`src/rtl/spi_target_regfile.sv`:
```
// spi_target_regfile: SPI target (mode 3, 16-bit frames) in front of a
// 16-entry read/write register bank plus a read-only WHOAMI register.
//
// Ports:
//   clk, reset        - system clock, asynchronous active-high reset
//   SPC, CS, SDI      - SPI clock (idle high), active-low select, data in
//                       (all asynchronous, synchronized internally)
//   SDO               - SPI data out, 0 outside the read data phase
//   host_we/addr/wdata- local write port into the bank (SPI write wins on clash)
//   wr_valid/addr/data- one-cycle notification of each committed SPI write
//   busy              - high while a frame is being handled
module spi_target_regfile #(
  parameter logic [7:0] WHOAMI_VAL = 8'h33,
  parameter logic [6:0] BASE_ADDR  = 7'h20
) (
  input  logic       clk,
  input  logic       reset,
  input  logic       SPC,
  input  logic       CS,
  input  logic       SDI,
  output logic       SDO,
  input  logic       host_we,
  input  logic [3:0] host_addr,
  input  logic [7:0] host_wdata,
  output logic       wr_valid,
  output logic [6:0] wr_addr,
  output logic [7:0] wr_data,
  output logic       busy
);

  localparam logic [2:0] S_IDLE  = 3'd0;
  localparam logic [2:0] S_CMD   = 3'd1;
  localparam logic [2:0] S_WDATA = 3'd2;
  localparam logic [2:0] S_RDATA = 3'd3;
  localparam logic [2:0] S_DRAIN = 3'd4;

  logic [2:0] state;
  logic [3:0] bit_cnt;
  logic [1:0] spc_s, cs_s, sdi_s;
  logic       spc_q, cs_q;
  logic [1:0] sync_ok;
  logic       armed;
  logic [6:0] shift_in;
  logic [6:0] addr_q;
  logic [7:0] rd_shift;
  logic [7:0] bank [16];

  logic       spc_rise, cs_rise, cs_fall;
  logic [7:0] shift_next;

  assign spc_rise   = spc_s[1] & ~spc_q;
  assign cs_rise    = cs_s[1] & ~cs_q;
  // A falling CS only counts once a genuine high level has been seen after
  // reset, so a CS held low across reset release never starts a frame.
  assign cs_fall    = armed & cs_q & ~cs_s[1];
  assign shift_next = {shift_in, sdi_s[1]};

  assign SDO  = (state == S_RDATA) ? rd_shift[7] : 1'b0;
  assign busy = (state != S_IDLE);

  function automatic logic in_bank(input logic [6:0] a);
    return ({1'b0, a} >= {1'b0, BASE_ADDR}) &&
           ({1'b0, a} < ({1'b0, BASE_ADDR} + 8'd16));
  endfunction

  function automatic logic [3:0] bank_idx(input logic [6:0] a);
    return a[3:0] - BASE_ADDR[3:0];
  endfunction

  function automatic logic [7:0] rd_lookup(input logic [6:0] a);
    if (a == 7'h0F)  return WHOAMI_VAL;
    else if (in_bank(a)) return bank[bank_idx(a)];
    else             return 8'h00;
  endfunction

  always_ff @(posedge clk or posedge reset) begin
    if (reset) begin
      state    <= S_IDLE;
      bit_cnt  <= '0;
      spc_s    <= '1;
      cs_s     <= '1;
      sdi_s    <= '0;
      spc_q    <= 1'b1;
      cs_q     <= 1'b1;
      sync_ok  <= '0;
      armed    <= 1'b0;
      shift_in <= '0;
      addr_q   <= '0;
      rd_shift <= '0;
      wr_valid <= 1'b0;
      wr_addr  <= '0;
      wr_data  <= '0;
      for (int unsigned i = 0; i < 16; i++) bank[i] <= '0;
    end else begin
      spc_s   <= {spc_s[0], SPC};
      cs_s    <= {cs_s[0], CS};
      sdi_s   <= {sdi_s[0], SDI};
      spc_q   <= spc_s[1];
      cs_q    <= cs_s[1];
      sync_ok <= {sync_ok[0], 1'b1};
      if (sync_ok[1] && cs_s[1]) armed <= 1'b1;

      wr_valid <= 1'b0;
      // Host write first so an SPI commit to the same entry overrides it.
      if (host_we) bank[host_addr] <= host_wdata;

      if (cs_rise) begin
        state   <= S_IDLE;
        bit_cnt <= '0;
      end else begin
        case (state)
          S_IDLE: begin
            if (cs_fall) begin
              state   <= S_CMD;
              bit_cnt <= '0;
            end
          end
          S_CMD: begin
            if (spc_rise) begin
              shift_in <= shift_next[6:0];
              bit_cnt  <= bit_cnt + 4'd1;
              if (bit_cnt == 4'd7) begin
                addr_q <= shift_next[6:0];
                if (shift_next[7]) begin
                  state    <= S_RDATA;
                  rd_shift <= rd_lookup(shift_next[6:0]);
                end else begin
                  state <= S_WDATA;
                end
              end
            end
          end
          S_WDATA: begin
            if (spc_rise) begin
              shift_in <= shift_next[6:0];
              bit_cnt  <= bit_cnt + 4'd1;
              if (bit_cnt == 4'd15) begin
                state <= S_DRAIN;
                if (in_bank(addr_q) && addr_q != 7'h0F) begin
                  bank[bank_idx(addr_q)] <= shift_next;
                  wr_valid <= 1'b1;
                  wr_addr  <= addr_q;
                  wr_data  <= shift_next;
                end
              end
            end
          end
          S_RDATA: begin
            if (spc_rise) begin
              rd_shift <= {rd_shift[6:0], 1'b0};
              bit_cnt  <= bit_cnt + 4'd1;
              if (bit_cnt == 4'd15) state <= S_DRAIN;
            end
          end
          S_DRAIN: ;
          default: state <= S_IDLE;
        endcase
      end
    end
  end

endmodule

```
`config.mk`:
```
export PLATFORM = sky130hd
export DESIGN_NAME = spi_target_regfile
export DESIGN_NICKNAME = d
export VERILOG_FILES = /design/src/rtl/spi_target_regfile.sv
export SDC_FILE = /design/constraint.sdc
export NUM_CORES = 1
export LEC_CHECK = 0
export BUFFER_PORTS_ARGS = -buffer_cell sky130_fd_sc_hd__buf_4
export CAP_MARGIN = 25
export CORE_MARGIN = 3
export CORE_UTILIZATION = 47
export CTS_CLUSTER_SIZE = 24
export DETAILED_ROUTE_END_ITERATION = 6
export HOLD_SLACK_MARGIN = 0.05
export PLACE_DENSITY_LB_ADDON = 0.15
export SYNTH_ARGS = -nofsm -noshare
export SYNTH_HDL_FRONTEND = slang
export SYNTH_SLANG_ARGS = --single-unit
```
`constraint.sdc`:
```
create_clock -name clk -period 14.1 [get_ports clk]
set_input_delay 0 -clock clk [delete_from_list [all_inputs] [get_ports clk]]
set_output_delay 0 -clock clk [all_outputs]
set_load 0.05 [all_outputs]
```
==> results.json <==
{
  "worst_setup_path_end_kind": "register",
  "syn-instance-count": 884,
  "dieHeight_um": 148.8,
  "synth_top_cells_by_count": "178 x dfrtp_1, 157 x mux2i_1, 148 x nor2_1",
  "tritoncts": "built",
  "cts.htree.levels": 4,
  "detail_route.iter0.violations": 677,
  "rsz0062_at_grt": "false",
  "grt_util_all_layers_pct": 23.09,
  "hold_path_depth": 2,
  "setup_viol_count_final": 0,
  "critPathRequiredTime_ps": 14370,
  "root_buffer_cell": "clkbuf_16",
  "floorplan.die_area_sq_um": 22130,
  "timing.final.crit_period_ps": 2893,
  "timing.setup.critical_path_class": "register to register",
  "top_cell_type_by_total_area_after_synthesis": "dfrtp_1",
  "max_freq_mhz": 345.7,
  "vdd.ir_drop.worst_mv": 0.1014,
  "synthDistinctLibCells": 56,
  "drt_pass1_iterations": 5,
  "synthFlopType": "dfrtp_1",
  "synth_most_common_cell": "dfrtp_1",
  "crit_arrival_ps": 3160,
  "relSlewSlack_pct": 30.26,
  "outcome": "completed",
  "fin_ws_ps": 11210,
  "route.detailed.drc": 0,
  "register_bit_count_reported_by_yosys": 184,
  "routabilityCongestion": 0.8656,
  "pin_count_of_the_biggest_net_entering_global_routing": 105,
  "worst-slew-pin-transition_ps": 1042,
  "worst_setup_path_start_kind": "register",
  "p_per_area_nw_per_um2": 151.1,
  "clk_pin_slew_ps": 70,
  "route.antenna.remaining_nets": 0,
  "drv.max_cap_violation_count": 0,
  "area_delta_synth_final_pct": 12.11,
  "wire_per_inst_um": 21.16,
  "worst_clock_skew_ps": 9.569,
  "post_place_worst_slack_ps": 11250,
  "seq_area_frac_synth_pct": 48.15,
  "r2r.worst_path.cells": 6,
  "die-width_um": 148.8,
  "slew_viol_final": 0,
  "footprint_of_the_multi_input_gates_sq_um": 4649,
  "globalRouteOverflowTotal": 0,
  "drive_above_1_share_pct": 17.09,
  "number_of_flops_mapped_to_enable_cells_by_yosys": 0,
  "seq_area_sq_um": 4616,
  "number_of_sinks_on_the_clock_net": 184,
  "grt_antenna_before_repair": 0,
  "leakage_power_total_nw": 4.766,
  "synth_fp_nets": 903,
  "finish.net_count": 913,
  "hp-class": "primary input to register",
  "cts.repair_timing.setup_buffer_count": 0,
  "worst_skew_pair.late_latency_ps": 430,
  "pin_count": 36,
  "yosysTopAreaCellShare_pct": 46.50,
  "via_count": 6854,
  "core.rowCount": 51,
  "post_synthesis_average_cell_area_sq_um": 10.84,
  "layout.filler_cells": 1729,
  "n_antenna_cell": 0,
  "setup-tns-final_ps": 0,
  "yosysWarningCount": 0,
  "cts_made_buffers": 17,
  "worst-path-max-fanout": 17,
  "synthArstFlopShare_pct": 100.0,
  "post_drt_via_cell_ratio": 5.848,
  "syn-cell-area_sq_um": 9579,
  "wl_um": 24800,
  "post-layout-total-power_mw": 1.623,
  "cts.path.max_buffers": 2,
  "grt_pass1_wl_um": 39390,
  "ys_top_cells_by_area": "dfrtp_1 46%, mux2i_1 16%, a21oi_1 6.8%",
  "initial_utilization_pct": 48.58,
  "rrSetupSlack_ps": 11210,
  "fin_crit_sh_pct": 20.52,
  "hold_viol_final": 0,
  "portBuffers": 35,
  "dp_hpwl_um": 15970,
  "design.core.area_sq_um": 19720,
  "grt_pass1_vias": 6811
}
[final timing paths]
check / startpoint / to
max in group asynchronous: reset / bank[88]$_DFF_PP0_
worst min register to register: sdi_s[0]$_DFF_PP0_ / sdi_s[1]$_DFF_PP0_
worst max-delay path: state[0]$_DFFE_PP0P_ / bank[103]$_DFF_PP0_
worst min-delay path: CS / cs_s[0]$_DFF_PP1_
min in group asynchronous: reset / sync_ok[0]$_DFF_PP0_
worst max register to register: state[0]$_DFFE_PP0P_ / bank[103]$_DFF_PP0_
[registers in the layout, summed over array words and instances, names as in the netlist]
signal	flops
bank	128
rd_shift	8
wr_data	8
addr_q	7
shift_in	7
wr_addr	7
bit_cnt	4
state	3
cs_s	2
sdi_s	2
spc_s	2
sync_ok	2
armed	1
cs_q	1
spc_q	1
wr_valid	1
[power by group]
part	total, mW	leakage [nW]	internal, mW	switching, mW
Combinational	0.432	2.33	0.186	0.245
Clock	0.478	0.288	0.266	0.212
Sequential	0.713	2.14	0.632	0.0814
Total	1.62	4.77	1.08	0.539
[kinds of logic (layout without fill, tap and decap cells)]
logic type,after synthesis,count (layout),share of synthesized area (%)
flops,184,184,48.15
buf+inv,74,97,3.318
xor+xnor,1,1,0.09145
simple gates,240,240,13.35
other cells,1,1,0.03915
compound gates,177,177,10.41
mux,206,206,24.52
fa+ha+maj,1,1,0.1306
[cells in the final DEF, fill, tap and decap left out, drive strengths merged, types with 3 or more instances in the layout]
master,instances
dfrtp,178
mux2i,157
nor2,148
a21oi,131
buf,48
mux2,29
clkbuf,22
mux4,20
nand2,19
nand3,14
o21ai,13
dlygate4sd3,13
nor2b,11
a221oi,8
inv,8
a22o,6
dfstp,6
nor3b,6
nand2b,5
nand3b,5
a22oi,5
or3,4
nand4,4
clkinv,4
nor3,4
and2,3
a41oi,3
a21o,3
[routing by layer]
metal	wire length, um	part of all wire, %	vias up	track usage [%]
met4	447	1.8	0	6.590
met5	0	0	-	0
met3	1393	5.6	34	3.555
met1	11540	47	3423	34.42
met2	11420	46	214	35.39
li1	-	-	3183	-
[worst max-delay path, cell delays in order, from the launching register on]
cell     delay [ps]
dfrtp_1         500
or4b_4          590
nor4_4          140
buf_4           360
nand4_1         740
nor2_1          310
a21oi_1          70
[what timing repair did]
action                                 in CTS  in global routing
endpoints found under the hold margin     219                  4
gates resized for setup                     0                  0
hold buffers                               12                  1
[metrics by stage]
stage          util (%)  hold slack, ps  instance area (sq um)  instances
2_1_floorplan         -           4.478                   9579        884
3_3_place_gp      50.52           108.1                   9962       1125
3_5_place_dp      50.52           109.5                   9962       1125
4_1_cts           54.13           196.7                  10670       1169
5_1_grt           54.46           207.1                  10740       1172
6_report          54.46           214.2                  10740       1172
[cell type report]
type                            instances  share of cell area, %
Multi-Input combinational cell        626                  43.30
Sequential cell                       184                  42.98
Timing Repair Buffer                   61                  4.940
Clock buffer                           22                  4.509
Tap cell                              265                  3.088
Clock inverter                         10                  1.002
Inverter                                4                 0.1864
Note: power is estimated with default switching activity, not from simulation.
